[src/rtl/fft_seq_stream.sv]
`default_nettype none
// ============================================================================
//  Module   : fft_seq_stream
//  Purpose  : Streaming sequencer for an iterative radix-2 FFT stage engine.
//             Loads N samples from a valid/ready input into the engine, runs
//             log2(N) stage passes (serially writing each pass result back),
//             then latches the final result into a private output buffer that
//             drains over a valid/ready output in natural or bit-reversed
//             order while the next frame is already loading.
//  Ports    : clk, rst (async, active-high)
//             s_data/s_valid/s_ready           input sample stream
//             m_data/m_valid/m_ready/m_last/m_index   output sample stream
//             eng_wr/eng_addr/eng_wdata        engine register write port
//             eng_start/eng_stage/eng_done     engine pass control
//             eng_rdata                        engine result bus (N words)
//             busy, frame_done                 status
//  Revision : 1.0  initial release
// ============================================================================
module fft_seq_stream #(
    parameter int N          = 32,
    parameter int MSB        = 16,
    parameter bit OUT_BITREV = 1'b0
) (
    input  logic                       clk,
    input  logic                       rst,
    input  logic [MSB-1:0]             s_data,
    input  logic                       s_valid,
    output logic                       s_ready,
    output logic [MSB-1:0]             m_data,
    output logic                       m_valid,
    input  logic                       m_ready,
    output logic                       m_last,
    output logic [$clog2(N)-1:0]       m_index,
    output logic                       eng_wr,
    output logic [$clog2(N)-1:0]       eng_addr,
    output logic [MSB-1:0]             eng_wdata,
    output logic                       eng_start,
    output logic [$clog2($clog2(N)):0] eng_stage,
    input  logic                       eng_done,
    input  logic [MSB*N-1:0]           eng_rdata,
    output logic                       busy,
    output logic                       frame_done
);

    localparam int               c_LGN        = $clog2(N);
    localparam int               c_SW         = $clog2(c_LGN) + 1;
    localparam logic [c_LGN-1:0] c_LAST_IDX   = c_LGN'(N - 1);
    localparam logic [c_SW-1:0]  c_LAST_STAGE = c_SW'(c_LGN - 1);

    typedef enum logic [2:0] {
        S_IDLE     = 3'd0,
        S_LOAD     = 3'd1,
        S_CALC     = 3'd2,
        S_FEEDBACK = 3'd3,
        S_HOLD     = 3'd4
    } state_t;

    state_t           r_state;
    logic [c_LGN-1:0] r_cnt;          // load index / feedback index
    logic [c_SW-1:0]  r_stage;
    logic             r_s_ready;
    logic             r_eng_start;
    logic             r_frame_done;

    logic [c_LGN-1:0] r_k;            // output position
    logic             r_valid;        // output buffer holds a frame
    logic [MSB-1:0]   r_buf [N];

    logic [MSB-1:0]   w_eng_word [N];
    logic [c_LGN-1:0] w_rev_k;
    logic [c_LGN-1:0] w_rd_idx;
    logic             w_accept;
    logic             w_drain;
    logic             w_buf_free;
    logic             w_buf_load;

    // r_s_ready is high exactly while in LOAD, so it doubles as the state gate.
    assign w_accept   = r_s_ready && s_valid;
    assign w_drain    = r_valid && m_ready;
    // The buffer counts as free when its last word leaves on this very edge,
    // which lets consecutive frames stream without a bubble.
    assign w_buf_free = !r_valid || (w_drain && (r_k == c_LAST_IDX));
    assign w_buf_load = (r_state == S_HOLD) && w_buf_free;

    generate
        for (genvar i = 0; i < N; i++) begin : g_buf
            assign w_eng_word[i] = eng_rdata[MSB*i +: MSB];

            always_ff @(posedge clk) begin
                if (w_buf_load) begin
                    r_buf[i] <= w_eng_word[i];
                end
            end
        end

        for (genvar b = 0; b < c_LGN; b++) begin : g_bitrev
            assign w_rev_k[b] = r_k[c_LGN-1-b];
        end
    endgenerate

    assign w_rd_idx = OUT_BITREV ? w_rev_k : r_k;

    // ------------------------------------------------------------------
    // Main sequencing FSM
    // ------------------------------------------------------------------
    always_ff @(posedge clk or posedge rst) begin
        if (rst) begin
            r_state      <= S_IDLE;
            r_cnt        <= '0;
            r_stage      <= '0;
            r_s_ready    <= 1'b0;
            r_eng_start  <= 1'b0;
            r_frame_done <= 1'b0;
        end else begin
            r_eng_start  <= 1'b0;
            r_frame_done <= 1'b0;
            case (r_state)
                S_IDLE: begin
                    r_state   <= S_LOAD;
                    r_s_ready <= 1'b1;
                end
                S_LOAD: begin
                    if (w_accept) begin
                        r_cnt <= r_cnt + 1'b1;
                        if (r_cnt == c_LAST_IDX) begin
                            r_stage     <= '0;
                            r_s_ready   <= 1'b0;
                            r_eng_start <= 1'b1;
                            r_state     <= S_CALC;
                        end
                    end
                end
                S_CALC: begin
                    if (eng_done) begin
                        if (r_stage == c_LAST_STAGE) begin
                            r_state <= S_HOLD;
                        end else begin
                            r_stage <= r_stage + 1'b1;
                            r_state <= S_FEEDBACK;
                        end
                    end
                end
                S_FEEDBACK: begin
                    r_cnt <= r_cnt + 1'b1;
                    if (r_cnt == c_LAST_IDX) begin
                        r_eng_start <= 1'b1;
                        r_state     <= S_CALC;
                    end
                end
                S_HOLD: begin
                    if (w_buf_free) begin
                        r_frame_done <= 1'b1;
                        r_s_ready    <= 1'b1;
                        r_state      <= S_LOAD;
                    end
                end
                default: begin
                    r_state <= S_IDLE;
                end
            endcase
        end
    end

    // ------------------------------------------------------------------
    // Output drain; runs independently of the main FSM
    // ------------------------------------------------------------------
    always_ff @(posedge clk or posedge rst) begin
        if (rst) begin
            r_k     <= '0;
            r_valid <= 1'b0;
        end else begin
            if (w_drain) begin
                r_k <= r_k + 1'b1;  // wraps to 0 after the last word
                if (r_k == c_LAST_IDX) begin
                    r_valid <= 1'b0;
                end
            end
            if (w_buf_load) begin
                r_valid <= 1'b1;
            end
        end
    end

    // Engine write port: load samples in LOAD, pass results back in FEEDBACK.
    always_comb begin
        eng_wr    = 1'b0;
        eng_addr  = '0;
        eng_wdata = '0;
        if (w_accept) begin
            eng_wr    = 1'b1;
            eng_addr  = r_cnt;
            eng_wdata = s_data;
        end else if (r_state == S_FEEDBACK) begin
            eng_wr    = 1'b1;
            eng_addr  = r_cnt;
            eng_wdata = w_eng_word[r_cnt];
        end
    end

    // Buffer contents are not reset, so m_data is gated to read 0 when empty.
    assign m_data     = r_valid ? r_buf[w_rd_idx] : '0;
    assign m_valid    = r_valid;
    assign m_index    = r_k;
    assign m_last     = r_valid && (r_k == c_LAST_IDX);
    assign s_ready    = r_s_ready;
    assign eng_start  = r_eng_start;
    assign eng_stage  = r_stage;
    assign frame_done = r_frame_done;
    assign busy       = !((r_state == S_IDLE) ||
                          ((r_state == S_LOAD) && (r_cnt == '0)));

endmodule
`default_nettype wire

[config.mk]
export PLATFORM = sky130hd
export DESIGN_NAME = fft_seq_stream
export DESIGN_NICKNAME = d
export VERILOG_FILES = /design/src/rtl/fft_seq_stream.sv
export SDC_FILE = /design/constraint.sdc
export NUM_CORES = 1
export LEC_CHECK = 0
export BUFFER_PORTS_ARGS = -buffer_cell sky130_fd_sc_hd__buf_2
export CORE_AREA = 2 2 240 219
export CTS_CLUSTER_SIZE = 16
export DETAILED_ROUTE_END_ITERATION = 10
export DIE_AREA = 0 0 242 221
export PLACE_DENSITY = 0.74
export RECOVER_POWER = 25
export SYNTH_ARGS = -nofsm -noshare
export SYNTH_HDL_FRONTEND = slang
export SYNTH_SLANG_ARGS = --single-unit
[constraint.sdc]
create_clock -name clk -period 74.4 [get_ports clk]
set_clock_uncertainty 0.1 [all_clocks]
set_input_delay 14.88 -clock clk [delete_from_list [all_inputs] [get_ports clk]]
set_output_delay 14.88 -clock clk [all_outputs]
set_load 0.05 [all_outputs]
* Yosys cells after proc, flatten, opt, wreduce, memory -nomap -nowiden
Memory sizes are Yosys's and may differ from the RTL's.
Index checks and enable logic that the tools add are counted.
** Cells by class
- $add $sub $neg :: 3
- Multipliers :: 0
- Div/mod/pow operators :: 0
- Order comparisons :: 1
- Equality and inequality tests :: 12
- Shift-type cells :: 0
- Muxes and demuxes :: 37
- Bitwise logic cells :: 1
- Reductions and logical operators :: 22
** Operators by type and width (count)
- $bmux W16 S5 :: 1
- $mux W16 :: 5
- $mux W4 :: 4
- $mux W3 :: 5
- $mux W5 :: 3
- $pmux W3 S5 :: 1
- $mux W1 :: 14
- $add A5 B1 Y5 const B :: 2
- $eq A5 B5 Y1 const B :: 2
- $ne A2 B2 Y1 const B :: 5
- $pmux W5 S2 :: 1
- $pmux W4 S2 :: 1
- $reduce_bool A2 Y1 :: 4
- $eq A3 B2 Y1 const B :: 2
- $ge A6 B6 Y1 const B :: 1
- $logic_and A1 B1 Y1 :: 6
- $not A5 Y6 :: 1
- $logic_not A5 Y1 :: 1
- $reduce_and A5 Y1 :: 1
- $add A4 B1 Y4 const B :: 1
- $eq A4 B3 Y1 const B :: 1
- $reduce_and A2 Y1 :: 2
- $reduce_and A4 Y1 :: 1
- $eq A3 B1 Y1 const B :: 1
- 8 further kinds :: 10
** Storage, ports and cells
- Register bits after elaboration :: 21
- Latch bits :: 0
- RAM bits :: 512
- Bits in read-only memories :: 0
- Input bits :: 533
- Output and inout port bits :: 53
- Memories :: 1
** Memory list
- r_buf :: depth 32, width 16, read ports 1, clocked after Yosys merged registers in 0, wr ports 32, RTL line 67 : logic [MSB-1:0] r_buf [N];

* Longest topological paths before layout
- Depth after elaboration :: 6
- Mapped depth :: 9
- Mapped depth without buffers :: 7

* Worst setup path after synthesis
OpenSTA, ideal clock, no wires.
- Path kind :: input -> register
- Start point :: input port m_ready
- End point :: register r_frame_done, in the netlist frame_done
- Library setup time :: 2.328 ns
- Arrival time :: 36.266 ns
- Required time :: 71.972 ns
- Setup slack :: 35.706 ns
- Cell stages on the path :: 2
- Path buffers :: 0
- Path through :: a21boi_0 nor2_1
** On the way
- Cells in the longest elaborated chain, start to end :: 5
** Ends and longest elaborated chain
- start, declared :: RTL line 31 : input logic m_ready,
- $logic_and A1 B1 Y1 :: RTL line 79 : assign w_drain = r_valid && m_ready;
- $logic_and A1 B1 Y1 :: RTL line 82 : assign w_buf_free = !r_valid || (w_drain && (r_k == c_LAST_IDX));
- $logic_or A1 B1 Y1 :: RTL line 82
- $mux W1 :: RTL line 151 : if (w_buf_free) begin
- $mux W1 :: RTL line 117 : case (r_state)
- end signal, assigned :: RTL line 113 : r_frame_done <= 1'b0;
- end signal, assigned :: RTL line 116 : r_frame_done <= 1'b0;
- end signal, assigned :: RTL line 152 : r_frame_done <= 1'b1;
- end, declared :: RTL line 63 : logic r_frame_done;
Every way passes these cells.
A chain may end at the register's enable or synchronous reset.

* Worst setup path after layout
- Start point :: input port s_valid
- End point :: output port eng_wdata[12]
** On the way
- Cells in the longest elaborated chain, start to end :: 2
** Ends and longest elaborated chain
- start, declared :: RTL line 27 : input logic s_valid,
- $logic_and A1 B1 Y1 :: RTL line 78 : assign w_accept = r_s_ready && s_valid;
- $mux W16 :: RTL line 189 : if (w_accept) begin
- end, declared :: RTL line 36 : output logic [MSB-1:0] eng_wdata,
Every way passes these cells.

==> results.ini <==
[worst_setup_path]
rr_startpoint=m_index[1]
worst_path_most_repeated_cell=buf_2
critPathArrivalTime_ps=17180
end_kind=output pin
worstRegToRegCells=8
path_cells=buf_2, nand2_1, and3_1, nor2b_1, a221oi_1, buf_2
crit_required_ps=59420
r2r-end=r_buf[24][1]
critPathTopFamily=simple AND/OR/NAND/NOR gates
max_stage_delay_ps=820
cpMaxStageDelayCell=and3_1
critPathKind=input port to output pin
start_kind=input port
critPathMaxFanout=36
r2r_slack_ps=68970
critPathBufInv=2

[sta]
rsz0062_at_grt=false
fin_hold_ws_ps=493
finalSetupViolations=0
worst_pin_slew_ps=1190
fin_crit_sh_pct=43.2
hold_viol=0
fin_crit_ps=32160
fin_tns_setup_ps=0
slew_headroom_pct=20.7
clock.fmax_mhz=31.1
report.final.slew_viol_count=0

[synthesis]
synthArstFlopShare_pct=3.94
synth_top_cell_area_share_pct=60.9
syn_area_um2=25300
synth_edf_count=512
ys.flop_type=edfxtp_1
synth_cell_types=51
synth_seq_cells=533
synthCells=1465
ys_warn_count=0
yosysSeqAreaShare_pct=63.0
yosys.area.top_type=edfxtp_1
avgSynthCellArea_um2=17.2
mappedNetlistNets=2006
netlist_top_cells_area=edfxtp_1 (61%), mux4_2 (15%), mux2i_1 (7.7%), dfrtp_1 (2.1%), o22ai_1 (1.5%)

[detailed_routing]
first_iter_violations=1731
wl_per_cell_um=32.3
viasPerCell=6.25
wl_met3_mm=11.3
drc=0
antenna_left=0
totalWireLength_mm=89.8
vias=17400
wl_met1_mm=31.6
topRoutingLayerUsed=met5
dr.pass1.iters=5
wl_met2_mm=42.7

[die]
die_area_um2=53500
die_h_um=221
dieWidth_um=242
pin_count=586
core-area_um2=51000
initial_utilization_pct=49.5
rows=79

[finish]
fill_cells=4050
num-nets-final=2555
drive_gt1_share_pct=37.4
syn_to_final_growth_pct=20.2
register_area_um2=15900
fin_cells=2781
multi_input_area_um2=8670
final_util_pct=59.5

[hold_path]
hold_end=eng_stage[3]
whs_path_depth=2
hold_start=eng_stage[3]
hold_path.class=register to register

[run_status]
outcome=complete, no violations

[global_route]
gr-total-overflow=0
antenna_found_initial=42
grt.total_usage_pct=33.2
grt_pass1_vias=17600
grt_first_pass_wirelength_mm=125
grt_max_degree=112

[cts]
cts-root-buf=clkbuf_16
ctsHoldBuffers=0
cts_buffers=54
post_cts_resize_count=0
cts_tree=yes
clk_latency_ps=600
clock_path_buffers=3
cts_sinks=533
post_cts_buffers=0
htree_levels=2
clk_pin_slew_ps=60

[pwr]
ir_drop_uv=36.6
p_sw_w=0.000483
clock_power_share_pct=23.9
p_sw_share_pct=41.1
comb_power_share_pct=45.1
power.internal_w=0.000692
p_seq_share_pct=31.0
total_power_w=0.00117
p_leak_nw=11.0
power_density_nw_per_um2=38.7

[flow_run]
cap_violations=0

[placed_design]
dp_hpwl_mm=67.1
portBuffers=585
placed_cells=2646
routabilityCongestion=0.915

-- power by group through the flow --
stage	logic, W	registers (W)	clock network [W]
global route	0.000551	0.000366	0.000294
global placement	0.000526	0.000371	0
CTS	0.000529	0.000364	0.000284
floorplan	0.000365	0.000352	0
finish	0.000530	0.000364	0.000281
detailed placement	0.000527	0.000371	0
-- cells in the mapped netlist (all sizes together), types with 2 or more instances --
| library cell | instances |
|---|---|
| nor4 | 16 |
| inv | 8 |
| nand2b | 4 |
| nor2 | 24 |
| nand2 | 59 |
| dfrtp | 21 |
| nand3 | 22 |
| mux2i | 195 |
| nor2b | 23 |
| buf | 68 |
| o21ai | 25 |
| a31oi | 17 |
| a211oi | 30 |
| or3 | 3 |
| a2111oi | 9 |
| a21oi | 20 |
| clkbuf | 50 |
| a22oi | 9 |
| a221oi | 24 |
| xnor2 | 5 |
| or3b | 2 |
| and2 | 4 |
| a22o | 9 |
| mux4 | 167 |
| or2 | 7 |
| o22ai | 62 |
| mux2 | 26 |
| o221ai | 14 |
| edfxtp | 512 |
| ha | 8 |
| and3 | 4 |
| a21boi | 2 |
| nand3b | 6 |
| nand4b | 2 |
-- cell families (layout without fill, tap and decap cells) --
group,after synthesis,after routing,share of synthesized area (%)
and+or+nand+nor,179,179,3.61
buffers and inverters,127,720,2.79
AOI/OAI and AO/OA,224,224,6.27
xor gates and xnor gates,6,6,0.208
DFF,533,533,63.0
adders and majority gates,8,8,0.396
muxes,388,388,23.8
other,0,35,0
-- worst register-to-register path, delay by kind of cell, from the launching register on --
kind,cells,cell delay (ps)
buf+inv,3,2800
flops,1,690
simple gates,2,620
fa+ha+maj,2,470
compound gates,1,320
-- layout make-up --
type	count	share of cell area, %
antenna	35	0.288
clock buffer	70	4.86
clock inverter	30	1.09
inverter	9	0.111
multi-input combinational	805	28.6
sequential	533	52.4
tap	688	2.84
timing repair buffer	611	9.81
-- per-stage QoR --
stage	area, um^2	setup slack (ps)
after CTS	30400	42210
final	30400	42240
after floorplan	25300	35710
after global routing	30300	42160
after detailed placement	28600	42210
after global placement	28600	42270
-- state kept, by name, summed over array words and instances (netlist names) --
name        cells
r_buf         512
m_index         5
r_cnt           5
eng_stage       4
r_state         3
eng_start       1
frame_done      1
m_valid         1
s_ready         1
-- routing by layer --
layer | vias up | global-route usage [%]
met2 | 1118 | 53.4
met5 | - | 0
met1 | 8761 | 40.3
li1 | 7281 | -
met4 | 26 | 14.4
met3 | 205 | 12.5
-- cell usage in the layout, fill, tap and decap left out, types with 16 or more instances in the layout --
master,instances
o22ai_1,62
dfrtp_1,16
buf_4,25
nand2_1,59
nor4_1,16
a21oi_1,20
clkbuf_16,57
mux2i_1,195
mux4_2,167
diode_2,35
buf_2,459
edfxtp_1,512
nor2b_1,20
a211oi_1,30
clkbuf_1,139
nor2_1,22
mux2_2,26
a221oi_1,24
a31oi_1,17
nand3_1,22
-- worst max path at each step --
stage            start       endpoint  slack, ps  depth (start not counted)
3_5_place_dp   s_valid  eng_wdata[12]      42210                          6
2_1_floorplan  m_ready     frame_done      35710                          2
6_report       s_valid  eng_wdata[12]      42240                          6
5_1_grt        s_valid  eng_wdata[12]      42160                          6
3_3_place_gp   s_valid  eng_wdata[12]      42270                          6
4_1_cts        s_valid  eng_wdata[12]      42210                          6
Power figures use the tool's default switching activity.
